**config.mk**
```make
export PLATFORM = sky130hd
export DESIGN_NAME = ibex_rf_port_sequencer
export DESIGN_NICKNAME = d
export VERILOG_FILES = /design/src/rtl/ibex_pkg.sv /design/src/rtl/ibex_rf_seq_stall_cnt.sv /design/src/rtl/ibex_rf_port_sequencer.sv
export SDC_FILE = /design/constraint.sdc
export NUM_CORES = 1
export LEC_CHECK = 0
export BUFFER_PORTS_ARGS = -buffer_cell sky130_fd_sc_hd__buf_4
export CORE_ASPECT_RATIO = 1.2
export CORE_MARGIN = 5
export CORE_UTILIZATION = 42
export CTS_CLUSTER_DIAMETER = 150
export DETAILED_ROUTE_END_ITERATION = 6
export PLACE_DENSITY = 0.87
export SYNTH_ARGS = -nofsm -noshare
export SYNTH_HDL_FRONTEND = slang
export SYNTH_HIERARCHICAL = 1
export SYNTH_SLANG_ARGS = --single-unit
export TNS_END_PERCENT = 5
```
**constraint.sdc**
```tcl
create_clock -name clk_int -period 1.9 [get_ports clk_int]
set_clock_uncertainty 0.2 [all_clocks]
set_input_delay 0.38 -clock clk_int [delete_from_list [all_inputs] [get_ports clk_int]]
set_output_delay 0.38 -clock clk_int [all_outputs]
set_load 0.02 [all_outputs]
```
**src/rtl/ibex_pkg.sv**
```systemverilog
// Shared definitions for the register-file port sequencer.
//   RF_ADDR_W      : register-file address width
//   rf_seq_state_e : debug access FSM states
package ibex_pkg;

    localparam int unsigned RF_ADDR_W = 5;

    typedef enum logic [1:0] {
        StIdle,
        StPendWr,
        StPendRd,
        StResp
    } rf_seq_state_e;

endpackage

```
**src/rtl/ibex_rf_seq_stall_cnt.sv**
```systemverilog
// Saturating count of consecutive cycles a debug access has been blocked.
// Ports:
//   clk_int, rst_ni : clock, asynchronous active-low reset
//   inc_i           : access blocked this cycle
//   clr_i           : no access pending, restart the count
//   stall_o         : count has reached StallLimit
module ibex_rf_seq_stall_cnt #(
    parameter int unsigned StallLimit = 8
) (
    input  logic clk_int,
    input  logic rst_ni,
    input  logic inc_i,
    input  logic clr_i,
    output logic stall_o
);

    localparam int unsigned CntW = $clog2(StallLimit + 1);
    localparam logic [CntW-1:0] Limit = CntW'(StallLimit);

    logic [CntW-1:0] cnt_q, cnt_d;

    always_comb begin
        cnt_d = cnt_q;
        if (clr_i) begin
            cnt_d = '0;
        end else if (inc_i && (cnt_q != Limit)) begin
            cnt_d = cnt_q + 1'b1;
        end
    end

    always_ff @(posedge clk_int or negedge rst_ni) begin
        if (!rst_ni) begin
            cnt_q <= '0;
        end else begin
            cnt_q <= cnt_d;
        end
    end

    assign stall_o = (cnt_q == Limit);

endmodule

```
**src/rtl/ibex_rf_port_sequencer.sv**
```systemverilog
// Initiator side of the 1W/2R register-file port interface. Core writeback and
// read-port-B address pass straight through; debug reads/writes are slotted into
// cycles where the core leaves the relevant port idle, with a req/gnt/rvalid
// handshake toward the debug module and a stall request if debug starves.
// Ports:
//   wb_*           : core writeback (write port)
//   id_*           : core ID-stage read port B usage/address
//   dbg_*          : debug-module access request and response
//   core_stall_req_o : asks the core to free its ports
//   rf_*           : to/from the register file
module ibex_rf_port_sequencer
    import ibex_pkg::*;
#(
    parameter bit          RV32E      = 1'b0,
    parameter int unsigned DataWidth  = 32,
    parameter int unsigned StallLimit = 8
) (
    input  logic                 clk_int,
    input  logic                 rst_ni,
    input  logic                 wb_we_i,
    input  logic [RF_ADDR_W-1:0] wb_waddr_i,
    input  logic [DataWidth-1:0] wb_wdata_i,
    input  logic                 id_rb_used_i,
    input  logic [RF_ADDR_W-1:0] id_raddr_b_i,
    input  logic                 dbg_req_i,
    input  logic                 dbg_we_i,
    input  logic [RF_ADDR_W-1:0] dbg_addr_i,
    input  logic [DataWidth-1:0] dbg_wdata_i,
    output logic                 dbg_gnt_o,
    output logic                 dbg_rvalid_o,
    output logic [DataWidth-1:0] dbg_rdata_o,
    output logic                 dbg_err_o,
    output logic                 core_stall_req_o,
    output logic                 rf_we_o,
    output logic [RF_ADDR_W-1:0] rf_waddr_o,
    output logic [DataWidth-1:0] rf_wdata_o,
    output logic [RF_ADDR_W-1:0] rf_raddr_b_o,
    input  logic [DataWidth-1:0] rf_rdata_b_i
);

    rf_seq_state_e        state_q, state_d;
    logic                 we_q, we_d;
    logic                 err_q, err_d;
    logic [RF_ADDR_W-1:0] addr_q, addr_d;
    logic [DataWidth-1:0] wdata_q, wdata_d;
    logic [DataWidth-1:0] rdata_q, rdata_d;

    logic                 gnt, rvalid, blocked, pend, stall;
    logic                 rf_we;
    logic [RF_ADDR_W-1:0] rf_waddr, rf_raddr_b;
    logic [DataWidth-1:0] rf_wdata;

    assign pend = (state_q == StPendWr) || (state_q == StPendRd);

    always_comb begin
        state_d    = state_q;
        we_d       = we_q;
        err_d      = err_q;
        addr_d     = addr_q;
        wdata_d    = wdata_q;
        rdata_d    = rdata_q;
        gnt        = 1'b0;
        rvalid     = 1'b0;
        blocked    = 1'b0;
        rf_we      = wb_we_i;
        rf_waddr   = wb_waddr_i;
        rf_wdata   = wb_wdata_i;
        rf_raddr_b = id_raddr_b_i;

        unique case (state_q)
            StIdle: begin
                gnt = dbg_req_i;
                if (dbg_req_i) begin
                    we_d    = dbg_we_i;
                    addr_d  = dbg_addr_i;
                    wdata_d = dbg_wdata_i;
                    rdata_d = '0;
                    err_d   = RV32E && dbg_addr_i[RF_ADDR_W-1];
                    if (RV32E && dbg_addr_i[RF_ADDR_W-1]) begin
                        state_d = StResp;
                    end else begin
                        state_d = dbg_we_i ? StPendWr : StPendRd;
                    end
                end
            end
            StPendWr: begin
                // Core owns the write port whenever it wants it.
                if (wb_we_i) begin
                    blocked = 1'b1;
                end else begin
                    rf_we    = (addr_q != '0);
                    rf_waddr = addr_q;
                    rf_wdata = wdata_q;
                    state_d  = StResp;
                end
            end
            StPendRd: begin
                if (id_rb_used_i) begin
                    blocked = 1'b1;
                end else begin
                    rf_raddr_b = addr_q;
                    rdata_d    = rf_rdata_b_i;
                    state_d    = StResp;
                end
            end
            StResp: begin
                rvalid  = 1'b1;
                state_d = StIdle;
            end
            default: state_d = StIdle;
        endcase
    end

    always_ff @(posedge clk_int or negedge rst_ni) begin
        if (!rst_ni) begin
            state_q <= StIdle;
            we_q    <= 1'b0;
            err_q   <= 1'b0;
            addr_q  <= '0;
            wdata_q <= '0;
            rdata_q <= '0;
        end else begin
            state_q <= state_d;
            we_q    <= we_d;
            err_q   <= err_d;
            addr_q  <= addr_d;
            wdata_q <= wdata_d;
            rdata_q <= rdata_d;
        end
    end

    ibex_rf_seq_stall_cnt #(
        .StallLimit(StallLimit)
    ) u_stall_cnt (
        .clk_int(clk_int),
        .rst_ni (rst_ni),
        .inc_i  (blocked),
        .clr_i  (!pend),
        .stall_o(stall)
    );

    // Outputs are forced low while reset is held, including the pass-through paths.
    assign dbg_gnt_o        = rst_ni & gnt;
    assign dbg_rvalid_o     = rst_ni & rvalid;
    assign dbg_err_o        = rst_ni & rvalid & err_q;
    assign dbg_rdata_o      = (rst_ni && rvalid && !we_q && !err_q) ? rdata_q : '0;
    assign core_stall_req_o = rst_ni & pend & stall;
    assign rf_we_o          = rst_ni & rf_we;
    assign rf_waddr_o       = rst_ni ? rf_waddr : '0;
    assign rf_wdata_o       = rst_ni ? rf_wdata : '0;
    assign rf_raddr_b_o     = rst_ni ? rf_raddr_b : '0;

endmodule

```
# Word level (Yosys, flattened, before mapping)
# Index checks and enable logic that the tools add are counted.
[totals] reg_bits=76 out_inout_bits=79 in_bits=117
[op_classes] n_eq_ne=9 n_bitwise=5 add_sub_neg=1 n_mux=27 n_reduce_logical=11
[op_table] op="two-way mux 32 bit" count=6
[op_table] op="case mux 32 bit (2 select lines)" count=1
[op_table] op="two-way mux 5 bit" count=6
[op_table] op="two-way mux 2 bit" count=4
[op_table] op="two-way mux 4 bit" count=2
[op_table] op="case mux 2 bit (4 select lines)" count=1
[op_table] op="two-way mux 1 bit" count=6
[op_table] op="!= test 2 bit (second input constant)" count=3
[op_table] op="AND reduction 3 bit" count=2
[op_table] op="AND 1 bit" count=5
[op_table] op="nonzero test 5 bit" count=1
[op_table] op="adder 4 x 1 -> 4 bit (second input constant)" count=1
[op_table] op="equality test 2 bit (second input constant)" count=2
[op_table] op="equality test 4 bit (second input constant)" count=1
[op_table] op="!= test 4 bit (second input constant)" count=1
[op_table] op="logical AND 1 bit" count=3
[op_table] op="equality test 2 x 1 -> 1 bit (second input constant)" count=1
[op_table] op="logical NOT 2 bit" count=1
[op_table] op="!= test 2 x 1 -> 1 bit (second input constant)" count=1
[op_table] op="case mux 1 bit (2 select lines)" count=1
[op_table] op="AND reduction 2 bit" count=1
[op_table] op="nonzero test 2 bit" count=1
[op_table] op="logical NOT 1 bit" count=1
[op_table] op="logical OR 1 bit" count=1

# Depth between registers and ports, before layout
[depth] ltp_word=5 depth_mapped=8 mapped_depth_nobuf=7

# Hierarchy
# Netlist, hierarchy kept.
[by_module_without_submodules] module="ibex_rf_port_sequencer" seq_area_each_um2=1801.7 cells_each=357 n_inst=1 area_each_um2=3915.0
[by_module_without_submodules] module="ibex_rf_seq_stall_cnt" seq_area_each_um2=100.1 cells_each=24 n_inst=1 area_each_um2=232.7

# Least setup slack after synthesis
# OpenSTA, ideal clock, no wires.
[synth_timing] path_kind="register to output" startpoint="register state_q[1]" endpoint="output rf_wdata_o[10]" arrival_ns=1.523 path_slack_ns=-0.203 required_ns=1.320 path_stages_with_launch=8 path_buffers=2 cell_sequence="dfrtp_1 inv_1 ha_1 nor2b_1 buf_4 buf_2 nand2_1 a21boi_1"
[synth_between] elab_chain_len=3
[synth_rtl] element="start, declared" line="ibex_rf_port_sequencer.sv:41" rtl="rf_seq_state_e state_q, state_d;"
[synth_rtl] element="start signal, assigned" line="ibex_rf_port_sequencer.sv:116" rtl="state_q <= StIdle;"
[synth_rtl] element="start signal, assigned" line="ibex_rf_port_sequencer.sv:123" rtl="state_q <= state_d;"
[synth_rtl] element="equality test 2 x 1 -> 1 bit" line="ibex_rf_port_sequencer.sv:70" rtl="unique case (state_q)"
[synth_rtl] element="two-way mux 32 bit" line="ibex_rf_port_sequencer.sv:70"
[synth_rtl] element="two-way mux 32 bit" line="ibex_rf_port_sequencer.sv:150" rtl="assign rf_wdata_o = rst_ni ? rf_wdata : '0;"
[synth_rtl] element="end, declared" line="ibex_rf_port_sequencer.sv:36" rtl="output logic [DataWidth-1:0] rf_wdata_o,"
# Every way passes these cells.

# Worst setup path in the final report
[layout_timing] startpoint="register state_q[1]" endpoint="output dbg_rdata_o[2]"
[layout_between] elab_chain_len=5
[layout_rtl] element="equality test 2 bit" line="ibex_rf_port_sequencer.sv:70"
[layout_rtl] element="two-way mux 1 bit" line="ibex_rf_port_sequencer.sv:70"
[layout_rtl] element="logical AND 1 bit (2 in series)" line="ibex_rf_port_sequencer.sv:146" rtl="assign dbg_rdata_o = (rst_ni && rvalid && !we_q && !err_q) ? rdata_q : '0;"
[layout_rtl] element="two-way mux 32 bit" line="ibex_rf_port_sequencer.sv:146"
[layout_rtl] element="end, declared" line="ibex_rf_port_sequencer.sv:31" rtl="output logic [DataWidth-1:0] dbg_rdata_o,"
# Every way passes these cells.

==> results.sh <==
export IMPL_run_status="complete, but fails checks"
export IMPL_failed_checks="setup timing"
export IMPL_htree_levels=3
export IMPL_rsz0062_at_grt="yes"
export IMPL_wl_met3_um=733
export IMPL_fmaxAchievable_mhz=417
export IMPL_critical_path_class="reg2out"
export IMPL_drive_gt1_share_pct=62.0
export IMPL_cts_sinks=76
export IMPL_num_rows=39
export IMPL_timing_critical_path_required_ns=1.32
export IMPL_critPathSlowestCell="sky130_fd_sc_hd__dfrtp_1"
export IMPL_synthDistinctLibCells=33
export IMPL_ir_drop_mv=0.707
export IMPL_syn_avg_cell_area_um2=10.9
export IMPL_cp_slowest_stage_delay_ns=0.42
export IMPL_critPathTopFamily="simple AND/OR/NAND/NOR gates"
export IMPL_initialDrtViolationCount=174
export IMPL_initial_utilization_pct=43.1
export IMPL_fillers=628
export IMPL_timing_critical_path_to_type="output port"
export IMPL_finalPower_uw=8720
export IMPL_design_core_area_um2=9610
export IMPL_post_route_fraction_of_the_period_consumed_by_the_critical_path_pct=126
export IMPL_antenna_found_initial=0
export IMPL_route_top_layer_used="met4"
export IMPL_global_route_wire_length_before_repair_mm=20.4
export IMPL_combined_area_of_the_multi_input_logic_cells_um2=2500
export IMPL_cell_taking_the_most_area_after_synthesis="sky130_fd_sc_hd__dfrtp_1"
export IMPL_drt_vias_per_instance=5.24
export IMPL_syn_inst=381
export IMPL_dr_wl_met2_mm=7.85
export IMPL_grt_use_total_pct=21.5
export IMPL_synthDominantCellAreaShare_pct=45.9
export IMPL_grt_max_degree=33
export IMPL_worstPathMaxFanout=16
export IMPL_final_instance_count_excl_fill=729
export IMPL_cp_cell_sequence="buf_4 > ha_1 > and2_4 > nor2b_4 > buf_12 > and2_1 > buf_6"
export IMPL_synth_top_cells_by_area="sky130_fd_sc_hd__dfrtp_1, sky130_fd_sc_hd__mux2_4, sky130_fd_sc_hd__nand2_1, sky130_fd_sc_hd__a22o_1, sky130_fd_sc_hd__a21boi_1"
export IMPL_die_area_um2=12000
export IMPL_routed_wl_mm=14.1
export IMPL_cp_data_arrival_time_ns=1.82
export IMPL_layout_setup_ws_ns=-0.496
export IMPL_synth_most_common_cell="sky130_fd_sc_hd__nand2_1"
export IMPL_finalHoldViolations=0
export IMPL_ys_top_cells_by_count="sky130_fd_sc_hd__nand2_1, sky130_fd_sc_hd__dfrtp_1, sky130_fd_sc_hd__a22o_1, sky130_fd_sc_hd__and2_1, sky130_fd_sc_hd__a21boi_1"
export IMPL_leakagePower_uw=0.00359
export IMPL_die_height_um=119
export IMPL_drv_slew=0
export IMPL_wl_per_cell_um=19.3
export IMPL_cts_inserted_buffers=9
export IMPL_worstPathBufferInverterCount=3
export IMPL_worst_hold_path_type="in2reg"
export IMPL_ant_nets=0
export IMPL_syn2layout_area_growth_pct=70.9
export IMPL_ys_seq_area_share_pct=45.9
export IMPL_synth_cell_area_um2=4150
export IMPL_relSlewSlack_pct=35.1
export IMPL_cts_path_max_buffers=2
export IMPL_worst_slew_pin_slew_ns=0.973
export IMPL_via_count=3821
export IMPL_synth_edf_count=0
export IMPL_top_level_i_o_count=196
export IMPL_buffer_ports_inserted=194
export IMPL_setup_viol_count_final=112
export IMPL_cap_violations=0
export IMPL_numPlacedInstances=697
export IMPL_cts_root_buf="sky130_fd_sc_hd__clkbuf_16"
export IMPL_power_density_cell_area_nw_per_um2=1230
export IMPL_grt_ovfl_total=0
export IMPL_grt_pass1_vias=4096
export IMPL_cts_tree="yes"
export IMPL_drtPass1Iterations=4
export IMPL_synth_async_reset_ratio_pct=100
export IMPL_worst_setup_hold_path_clk_slew_ns=0.07
export IMPL_wirelength_met1_mm=5.05
export IMPL_area_sequential_um2=1900
export IMPL_ys_seq_elements=76
export IMPL_ys_warn_count=6
export IMPL_drc=0
export IMPL_dominantRegCellSynth="sky130_fd_sc_hd__dfrtp_1"
export IMPL_final_hold_worst_slack_ns=0.0566
export IMPL_gp_congestion=0.776
export IMPL_crit_path_start_kind="flop"
export IMPL_n_antenna_cell=0
export IMPL_dp_hpwl_mm=9.53
export IMPL_synthesis_nets=505
export IMPL_die_width_um=101
export IMPL_fin_crit_ns=2.40
export IMPL_clkLatencyLatePin_ns=0.33
export IMPL_numnets_final=725
[cell type report]
cell class / instances / share of cell area, %
multi-input combinational: 272 / 35.3
timing repair buffer: 237 / 31.2
sequential: 76 / 26.8
clock buffer: 9 / 3.18
tap: 123 / 2.17
clock inverter: 7 / 1.01
inverter: 5 / 0.265
[per-layer routing]
| layer | up-vias | GRT usage [%] |
|---|---|---|
| met5 | - | 0 |
| met4 | 0 | 9.52 |
| met3 | 33 | 4.85 |
| met2 | 134 | 39.0 |
| met1 | 1915 | 23.6 |
| li1 | 1739 | - |
[cells by family (layout without fill, tap and decap cells)]
| family | count (synthesis) | after routing | share of synthesized area (%) |
|---|---|---|---|
| and+or+nand+nor | 139 | 140 | 16.2 |
| AOI/OAI and AO/OA | 76 | 76 | 14.6 |
| DFF | 76 | 76 | 45.9 |
| muxes | 47 | 47 | 14.4 |
| buffers and inverters | 34 | 258 | 6.49 |
| adders and majority gates | 7 | 7 | 2.11 |
| other | 1 | 1 | 0.0904 |
| xor gates and xnor gates | 1 | 1 | 0.211 |
[power by group]
part	switching, uW	internal, uW	total (uW)
clock network	769	936	1700
registers	463	2280	2750
logic	1930	2340	4270
[sequential cells by signal, indices dropped and copies added, names as in the netlist]
name               count
rdata_q               32
wdata_q               32
we_q                   1
state_q                2
addr_q                 5
u_stall_cnt/cnt_q      4
[final timing paths]
check / startpoint / end / slack [ns] / cells past startpoint
max: state_q[1] / dbg_rdata_o[2] / -0.50 / 7
min: rf_rdata_b_i[17] / rdata_q[17] / 0.06 / 2
max reg2reg: state_q[1] / rdata_q[21] / -0.22 / 7
min reg2reg: rdata_q[0] / rdata_q[0] / 0.30 / 1
max in group asynchronous: rst_ni / wdata_q[14] / 0.29 / 3
min in group asynchronous: rst_ni / rdata_q[3] / 0.13 / 3
[per-stage QoR]
stage | setup WS, ns | instance area (um^2) | setup TNS (ns) | util, %
2_1_floorplan | -0.0396 | 4520 | -0.196 | -
3_3_place_gp | -0.144 | 6150 | -10.40 | 64.0
3_5_place_dp | -0.229 | 6150 | -17.28 | 64.0
4_1_cts | -0.480 | 6580 | -38.87 | 68.4
5_1_grt | -0.564 | 7090 | -49.55 | 73.7
6_report | -0.496 | 7090 | -41.54 | 73.7
[timing repair]
item | in CTS | in global routing
hold buffers | 4 | 0
gates resized for setup | 15 | 106
setup endpoints to repair | 139 | 153
setup buffers | 1 | 6
pin swaps | 31 | 18
cloned | 1 | 4
endpoints found under the hold margin | 46 | 0
[cells in the final DEF (no fill, tap or decap), types with 9 or more instances in the layout]
| cell | Yosys | routed |
|---|---|---|
| sky130_fd_sc_hd__nand2_1 | 83 | 67 |
| sky130_fd_sc_hd__mux2_4 | 21 | 21 |
| sky130_fd_sc_hd__buf_4 | 6 | 154 |
| sky130_fd_sc_hd__dfrtp_1 | 76 | 75 |
| sky130_fd_sc_hd__buf_12 | 3 | 9 |
| sky130_fd_sc_hd__clkbuf_16 | 0 | 12 |
| sky130_fd_sc_hd__nand2_2 | 0 | 15 |
| sky130_fd_sc_hd__and2_4 | 1 | 24 |
| sky130_fd_sc_hd__and2_1 | 32 | 9 |
| sky130_fd_sc_hd__a22o_1 | 32 | 32 |
| sky130_fd_sc_hd__buf_6 | 8 | 66 |
| sky130_fd_sc_hd__mux2_2 | 18 | 18 |
| sky130_fd_sc_hd__a21boi_4 | 0 | 30 |
Note: power is estimated with default switching activity, not from simulation.
